**config.mk**
```make
export PLATFORM = sky130hd
export DESIGN_NAME = uart_receiver
export DESIGN_NICKNAME = d
export VERILOG_FILES = /design/src/rtl/uart_receiver.sv
export SDC_FILE = /design/constraint.sdc
export NUM_CORES = 1
export LEC_CHECK = 0
export BUFFER_PORTS_ARGS = -buffer_cell sky130_fd_sc_hd__buf_2
export CAP_MARGIN = 10
export CORE_ASPECT_RATIO = 0.6
export CORE_MARGIN = 1.5
export CORE_UTILIZATION = 25
export CTS_CLUSTER_SIZE = 25
export DETAILED_ROUTE_END_ITERATION = 7
export SLEW_MARGIN = 20
export SYNTH_ARGS = -nofsm -noshare
export SYNTH_HDL_FRONTEND = slang
export SYNTH_SLANG_ARGS = --single-unit
```
**constraint.sdc**
```tcl
create_clock -name clk -period 4.2 [get_ports clk]
set_input_delay 0.84 -clock clk [delete_from_list [all_inputs] [get_ports clk]]
set_output_delay 0.84 -clock clk [all_outputs]
set_load 0.01 [all_outputs]
```
**src/rtl/uart_receiver.sv**
```systemverilog
// 8N1 UART receiver: a 2-flop synchronizer feeds a mid-bit sampling FSM.
// Each byte is presented with a one-cycle data_valid strobe; a low stop bit gives frame_error.
`timescale 1ns/1ps
module uart_receiver #(
  parameter int CLKS_PER_BIT = 434,
  parameter int DATA_BITS    = 8
) (
  input  logic                 clk,
  input  logic                 rst_n,
  input  logic                 rx_waveform,
  output logic [DATA_BITS-1:0] data_received,
  output logic                 data_valid,
  output logic                 frame_error,
  output logic                 busy
);

  localparam int HALF  = CLKS_PER_BIT / 2;
  localparam int CNT_W = $clog2(CLKS_PER_BIT);
  localparam logic [CNT_W-1:0] CNT_MID  = CNT_W'(HALF - 1);
  localparam logic [CNT_W-1:0] CNT_LAST = CNT_W'(CLKS_PER_BIT - 1);
  localparam logic [2:0]       BIT_LAST = 3'(DATA_BITS - 1);

  typedef enum logic [2:0] {IDLE, START, DATA, STOP, WAIT_IDLE} state_t;

  state_t               state, state_nxt;
  logic [CNT_W-1:0]     cnt, cnt_nxt;
  logic [2:0]           bit_idx, bit_nxt;
  logic [DATA_BITS-1:0] shift, shift_nxt, dout_nxt;
  logic                 dv_nxt, fe_nxt;
  logic                 rx_meta, rx_sync;

  always_ff @(posedge clk) begin
    if (!rst_n) begin
      rx_meta       <= 1'b1;
      rx_sync       <= 1'b1;
      state         <= IDLE;
      cnt           <= '0;
      bit_idx       <= '0;
      shift         <= '0;
      data_received <= '0;
      data_valid    <= 1'b0;
      frame_error   <= 1'b0;
      busy          <= 1'b0;
    end else begin
      rx_meta       <= rx_waveform;
      rx_sync       <= rx_meta;
      state         <= state_nxt;
      cnt           <= cnt_nxt;
      bit_idx       <= bit_nxt;
      shift         <= shift_nxt;
      data_received <= dout_nxt;
      data_valid    <= dv_nxt;
      frame_error   <= fe_nxt;
      busy          <= (state_nxt != IDLE);
    end
  end

  always_comb begin
    state_nxt = state;
    cnt_nxt   = cnt;
    bit_nxt   = bit_idx;
    shift_nxt = shift;
    dout_nxt  = data_received;
    dv_nxt    = 1'b0;
    fe_nxt    = 1'b0;
    case (state)
      IDLE: begin
        if (!rx_sync) begin
          state_nxt = START;
          cnt_nxt   = '0;
        end
      end
      START: begin
        // Re-check mid start bit; a line already high again was only a glitch.
        if (cnt == CNT_MID) begin
          cnt_nxt   = '0;
          bit_nxt   = '0;
          state_nxt = rx_sync ? IDLE : DATA;
        end else begin
          cnt_nxt = cnt + 1'b1;
        end
      end
      DATA: begin
        if (cnt == CNT_LAST) begin
          shift_nxt[bit_idx] = rx_sync;
          cnt_nxt            = '0;
          bit_nxt            = bit_idx + 3'd1;
          if (bit_idx == BIT_LAST) state_nxt = STOP;
        end else begin
          cnt_nxt = cnt + 1'b1;
        end
      end
      STOP: begin
        // Leaving mid stop bit lets a back-to-back start bit be caught.
        if (cnt == CNT_LAST) begin
          cnt_nxt = '0;
          if (rx_sync) begin
            dout_nxt  = shift;
            dv_nxt    = 1'b1;
            state_nxt = IDLE;
          end else begin
            fe_nxt    = 1'b1;
            state_nxt = WAIT_IDLE;
          end
        end else begin
          cnt_nxt = cnt + 1'b1;
        end
      end
      WAIT_IDLE: begin
        if (rx_sync) state_nxt = IDLE;
      end
      default: state_nxt = IDLE;
    endcase
  end

endmodule
```
# --- After elaboration in Yosys (flattened, before gate mapping) ---
# Index checks and enable logic that the tools add are counted.
totals:
  regBits: 36
  elab_cells: 56
op_classes:
  addsub: 2
  n_lt_le_gt_ge: 2
  n_eq_ne: 10
  muxes: 21
  n_reduce_logical: 11
ops:
  columns: ["cell", "n"]
  rows:
  - ["3-bit 2-to-1 mux", 9]
  - ["9-bit 2-to-1 mux", 3]
  - ["9-bit one-hot mux with 3 select lines", 1]
  - ["3-bit one-hot mux with 5 select lines", 1]
  - ["9-bit by 1-bit adder with 9-bit output (second input constant)", 1]
  - ["9-bit by 8-bit equality test with 1-bit output (second input constant)", 1]
  - ["9-bit equality test (second input constant)", 1]
  - ["3-bit AND reduction", 3]
  - ["8-bit bitwise mux", 1]
  - ["3-bit by 2-bit equality test with 1-bit output (second input constant)", 2]
  - ["3-bit equality test (second input constant)", 2]
  - ["2-bit inequality test (second input constant)", 3]
  - ["3-bit one-hot mux with 2 select lines", 1]
  - ["3-bit nonzero test", 2]
  - ["3-bit by 4-bit less-than comparator with 1-bit output (second input constant)", 1]
  - ["2-bit AND reduction", 2]
  - ["3-bit by 1-bit adder with 3-bit output (second input constant)", 1]
  - ["1-bit demux with 3-bit select", 1]
  - ["3-bit by 1-bit equality test with 1-bit output (second input constant)", 1]
  - ["3-bit by 1-bit >= comparator with 1-bit output (second input constant)", 1]
  - ["3-bit zero test", 1]
  - ["1-bit 2-to-1 mux", 3]
  - ["2-bit 2-to-1 mux", 1]
  - ["2-bit nonzero test", 1]
  - ["2 further kinds", 2]

# --- Logic depth before layout (Yosys ltp) ---
# Gate-level depths: netlist of run 1.
logic_depth:
  word_depth: 5
  depth_mapped: 8
  mapped_depth_nobuf: 7

# --- Worst setup path before layout of run 1 ---
# OpenSTA, ideal clock, no wires.
synth_path:
  path_type: "register to register"
  start: "reg cnt[1]"
  end: "reg cnt[4]"
  setup_time_ns: 0.074
  arrival_time_ns: 1.909
  path_slack_ns: 2.217
  path_stages_with_launch: 9
  n_path_buf: 1
  period_less_slack_ns: 1.983
  cell_sequence: "dfxtp_1 inv_1 ha_1 and4bb_1 and3_4 buf_6 mux2_4 or4_1 a31oi_1"
synth_via:
  elab_chain_cells: 3
synth_rtl:
  columns: ["item", "line", "source"]
  rows:
  - ["start: declaration", "26", "logic [CNT_W-1:0] cnt, cnt_nxt;"]
  - ["start signal: assignment", "48", "cnt <= cnt_nxt;"]
  - ["9-bit by 1-bit adder with 9-bit output, or another cell as far along", "80, 90, 106", null]
  - ["9-bit 2-to-1 mux (on tied branches)", "84, 95, 75", null]
  - ["9-bit one-hot mux with 3 select lines (*)", "66", "case (state)"]
# Every way passes the cells marked *; elsewhere a longest branch is shown, timed or not.
# A chain may end at the register's enable or synchronous reset.

# --- Worst setup path after layout of run 1 ---
# Same ends and word-level chain as after synthesis.

==> results of run 1 <==
[synth_stat cells]
cell | number | area (um^2)
ha_1 | 5 | 62.6
o21ai_1 | 1 | 5.00
nand3b_1 | 2 | 15.0
nand4_1 | 3 | 18.8
nor3_1 | 3 | 15.0
a21boi_0 | 1 | 7.51
o21ai_0 | 6 | 30.0
nor2b_1 | 14 | 87.6
o21a_1 | 1 | 7.51
dfxtp_1 | 36 | 721
o41ai_1 | 1 | 8.76
and2_1 | 3 | 18.8
nand2_1 | 26 | 97.6
or3b_2 | 1 | 8.76
o311ai_0 | 1 | 8.76
nor4_1 | 5 | 31.3
nor3b_1 | 1 | 7.51
and3_1 | 3 | 18.8
mux2_4 | 1 | 15.0
clkbuf_1 | 9 | 33.8
o31a_1 | 1 | 8.76
and3_4 | 1 | 11.3
a31oi_1 | 1 | 6.26
o211ai_1 | 3 | 22.5
a21oi_1 | 5 | 25.0
buf_2 | 1 | 5.00
a21o_1 | 1 | 7.51
a211o_1 | 1 | 8.76
o31ai_2 | 1 | 12.5
and4b_1 | 2 | 20.0
nand3_1 | 9 | 45.0
and3_2 | 1 | 7.51
o31ai_1 | 3 | 22.5
buf_6 | 1 | 11.3
nor4b_1 | 2 | 17.5
nor2_1 | 8 | 30.0
and4_2 | 2 | 20.0
a22oi_1 | 3 | 22.5
mux2i_1 | 17 | 170
inv_1 | 6 | 22.5
or4_1 | 1 | 7.51
and3b_1 | 1 | 8.76
nand2b_1 | 3 | 18.8
and4bb_1 | 1 | 12.5
[stage by stage]
step	area, um^2	power (mW)	hold WS [ps]	cells
2_1_floorplan	1760	0.374	386	198
3_3_place_gp	1890	0.381	391	287
3_5_place_dp	1890	0.381	398	287
4_1_cts	2020	0.728	410	294
5_1_grt	2020	0.756	425	294
6_report	2020	0.724	406	294
[flip-flops by register name (all words and copies together) (netlist names)]
signal         flops
cnt                9
data_received      8
shift              8
bit_idx            3
state              3
busy               1
data_valid         1
frame_error        1
rx_meta            1
rx_sync            1
[critical path: stages (launching register included)]
cell and delay (ps):
dfxtp_1 380, inv_1 100, ha_1 180, and4bb_1 210, and3_4 200, mux2_4 300
or4_1 460, a31oi_1 160
[layout make-up]
| cell class | instances | area, um^2 |
|---|---|---|
| Tap cell | 87 | 109 |
| Multi-Input combinational cell | 145 | 970 |
| Clock buffer | 6 | 129 |
| Timing Repair Buffer | 13 | 65.1 |
| Sequential cell | 36 | 721 |
| Fill cell | 730 | 4710 |
| Inverter | 6 | 22.5 |
| Clock inverter | 1 | 5.00 |
[layer usage]
layer  global-route usage (%)  up-vias
li1                         -      727
met1                     17.8      622
met2                     13.4       42
met3                     4.34        5
met4                     3.96        0
met5                        0        -
[worst paths after layout]
kind	startpoint	endpoint	slack, ps	cells past startpoint
setup / recovery	cnt[1]$_SDFFE_PN0P_	cnt[4]$_SDFFE_PN0P_	2130	7
hold / removal	rx_meta$_SDFF_PN1_	rx_sync$_SDFF_PN1_	410	1
setup reg to reg	cnt[1]$_SDFFE_PN0P_	cnt[4]$_SDFFE_PN0P_	2130	7
hold reg to reg	rx_meta$_SDFF_PN1_	rx_sync$_SDFF_PN1_	410	1
[power groups by stage]
stage | combinational [mW] | clock, mW | sequential (mW)
after floorplan | 0.0208 | 0 | 0.353
after global placement | 0.0264 | 0 | 0.355
after detailed placement | 0.0263 | 0 | 0.355
after CTS | 0.0263 | 0.354 | 0.348
after global routing | 0.0299 | 0.378 | 0.348
final | 0.0267 | 0.350 | 0.348
[logic make-up (layout without fill, tap and decap cells)]
| group | count (synthesis) | in the layout | synth area share (%) |
|---|---|---|---|
| AND/OR/NAND/NOR | 92 | 92 | 29.4 |
| adder cells (fa/ha/maj) | 5 | 5 | 3.55 |
| multiplexers | 18 | 18 | 10.5 |
| AO/OA/AOI/OAI | 30 | 30 | 11.6 |
| flip-flops | 36 | 36 | 40.9 |
| buffers and inverters | 17 | 26 | 4.12 |
==> metrics.txt, run 1 <==
gr ovfl total 0; worst IR drop on VDD 0.153 mV; DPL Wire Length 2.71 mm; CTS Sinks 36; Final Hold Fails 0; largest net degree at the start of global routing 38; core area 6730 um^2; Max Freq 484 MHz; Die X 111 um; synthesis-to-finish area growth 14.6%; max-cap violations 0; clock power share 48.3%; Ys Warns 0; CP startpoint kind flip-flop; Seq pwr share 48.0%; hold_buf cts 0; Routed met3 length 292 um; total wire length 3.81 mm; CTS resizes 0; crit path capture type flip-flop; Skew-Pair Late Insertion Delay 280 ps; final setup margin 2130 ps; Global Route Usage Sum 11.5%; WL/cell 13.0 um; Yosys reg bits 36; share of layout cells above drive strength 1 12.6%; synth unique cells 44; mapped cell area 1760 um^2; first-pass GRT wire length 6.75 mm; commonest non-fill, non-tap cells in the layout 36 x dfxtp_1, 26 x nand2_1, 17 x mux2i_1; post-place setup slack 2050 ps; met1 WL 2.27 mm; Lkg Pwr 0.757 nW; htree depth 2; clock buffer depth 2; Remaining DRCs 0; Initial Util 26.2%; ant diodes 0; RePlAce Congestion 0.832; relative slew slack 58.2%; vias in the first global route 1279; DR vias 1396; Ports 14; Worst Hold Class flip-flop to flip-flop; post-route ant nets 0; post-layout util 30.0%; WP data required 4410 ps; total die area 7580 um^2; WP data arrival 2280 ps; Period minus WS final 2070 ps; initial antenna violation count 0; RSZ-0062 raised after global routing false; pwr/cell area 358 nW/um^2; cell-internal power 0.568 mW; Net Sw Power 0.156 mW; Rows 23; Critical Path Fanout Max 5; Die Span Y 68.0 um; Comb power frac 3.7%; DR pass1 iterations 4; met2 WL post-DR 1.22 mm; Synth Area per Inst 8.90 um^2; vias per cell 4.75; Tcrit/Tclk final 49.2%; Final nets 215; Setup Buffers After CTS 0; Syn Nets 206; CTS tree done; Worst Tran Pin Value 609 ps; Worst Setup Path Type flip-flop to flip-flop; DRC marker count from the first detailed-route iteration 94; number of port buffers 13; clock skew 5.21 ps; sequential fraction of the synthesis area 40.9%; uppermost layer routed met4; Mapped Cells 198; fin. max-slew vios 0; Root Buffer clkbuf_16; clk slew on worst S/H paths 60 ps; commonest non-fill, non-tap cell in the layout dfxtp_1; Sw Ratio 21.5%; status finished clean; endpoints failing setup 0; CTS Buf Count 5; Setup TNS Final 0 ps
Note: power is estimated with default switching activity, not from simulation.
==> inputs of run 2 (changes only) <==
- clock period: 4.2 -> 2 ns (I/O delays scaled with it)
==> metrics.txt, run 2 (same netlist as run 1, synthesis figures left out) <==
Root Buffer clkbuf_16; max FFs per register 9; Skew-Pair Late Insertion Delay 280 ps; Final Hold Fails 0; relative slew slack 69.7%; CTS tree done; Tcrit/Tclk final 96.3%; Setup TNS Final 0 ps; commonest non-fill, non-tap cell in the layout dfxtp_1; CP peak stage delay 470 ps; Worst Tran Pin Value 454 ps; Worst Hold Class primary input to flip-flop; RSZ-0062 raised after global routing false; status finished clean; share of layout cells above drive strength 1 18.8%; Worst Setup Path Type flip-flop to flip-flop; WP data required 2210 ps; total die area 7580 um^2; Setup Buffers After CTS 0; Layout fillers 715; htree depth 2; CP startpoint kind flip-flop; Die Span Y 68.0 um; clock buffer depth 2; Max Freq 519 MHz; Period minus WS final 1930 ps; pwr/cell area 774 nW/um^2; Crit. Startpoint cnt[1]$_SDFFE_PN0P_; WL/cell 13.4 um; DRC marker count from the first detailed-route iteration 70; DPL Wire Length 2.90 mm; total wire length 4.08 mm; endpoints failing setup 0; clk slew on worst S/H paths 60 ps; Hold Path Origin rx_waveform; post-route ant nets 0; Reg2Reg Launch Point cnt[1]$_SDFFE_PN0P_; initial antenna violation count 0; first-pass GRT wire length 6.80 mm; Final Power 1.67 mW; gr ovfl total 0; Ports 14; CTS Sinks 36; ant diodes 0; crit path capture type flip-flop; vias per cell 4.65; worst IR drop on VDD 0.464 mV; vias in the first global route 1314; max-cap violations 0; Rows 23; Storage cell area 722 um^2; clock skew 4.06 ps; Top reg by flops cnt; CTS Buf Count 5; Remaining DRCs 0; Final nets 225; hold_buf cts 0; number of port buffers 13; fin. max-slew vios 0; core area 6730 um^2; DR vias 1419; commonest non-fill, non-tap cells in the layout 35 x dfxtp_1, 26 x nand2_1, 17 x mux2i_1; DR pass1 iterations 4; Die X 111 um; Lkg Pwr 0.829 nW; Area after DPL 1970 um^2; Global Route Usage Sum 11.5%; Top Registers cnt x9, data_received x8, shift x8; largest net degree at the start of global routing 18; area of the multi-input gates 993 um^2; WP data arrival 2130 ps; worst-path cell chain inv_1, ha_1, and4bb_1, and3_4, mux2_4, or4_1, a31oi_1; Initial Util 26.2%; CP max-delay cell or4_1; Critical Path Fanout Max 5; synthesis-to-finish area growth 22.7%; fin area 2160 um^2; RePlAce Congestion 0.813
==> run 2: cell count changes in the layout (fill, tap and decap cells not counted), sizes merged <==
cell	change
buf	+10
bufinv	+1
==> run 2: layer usage <==
layer | global-route usage, % | vias to the layer above | wire length [um]
met1 | 17.7 | 651 | 2410
met4 | 2.37 | 0 | 17
met3 | 3.63 | 4 | 168
met2 | 15.0 | 23 | 1490
li1 | - | 741 | -
met5 | 0 | - | 0
==> run 2: through the flow <==
| stage | worst slack (ps) | hold WS (ps) | util [%] | cells |
|---|---|---|---|---|
| after floorplan | 17.1 | 386 | - | 198 |
| after global placement | 88.8 | 392 | 29.3 | 297 |
| after detailed placement | 40.7 | 402 | 29.3 | 297 |
| after CTS | 22.5 | 305 | 31.8 | 305 |
| after global routing | 0.426 | 319 | 32.1 | 305 |
| final | 73.9 | 304 | 32.1 | 305 |
==> run 2: timing repair <==
| action | 4_1_cts | 5_1_grt |
|---|---|---|
| endpoints found under the hold margin | 0 | 0 |
| resized for setup | 0 | 5 |
| endpoints found under the setup margin | 0 | 6 |
==> run 2: critical path: cells and delay by family (launching register included) <==
family	cells	cell delay, ps
buffers and inverters	1	70
and+or+nand+nor	3	860
adders and majority gates	1	180
AOI/OAI and AO/OA	1	130
muxes	1	290
DFF	1	330
==> run 2: worst paths after layout <==
kind	endpoint	slack [ps]	cells past startpoint
hold / removal	rx_meta$_SDFF_PN1_	300	2
setup / recovery	cnt[4]$_SDFFE_PN0P_	70	7
hold reg to reg	rx_sync$_SDFF_PN1_	410	1
setup reg to reg	cnt[4]$_SDFFE_PN0P_	70	7
==> run 2: report_power, final <==
group	internal (mW)	leakage [nW]	switching, mW
clock	0.586	0.0808	0.294
combinational	0.0242	0.457	0.0393
sequential	0.723	0.291	0.00783
total	1.33	0.829	0.341
==> run 2: final cells by class <==
class                      count  share of cell area, %
clock buffer                   6                   5.96
inverter                       6                   1.04
timing repair buffer          23                   7.06
tap                           87                   5.03
sequential                    36                   33.4
clock inverter                 2                   1.62
multi-input combinational    145                   45.9
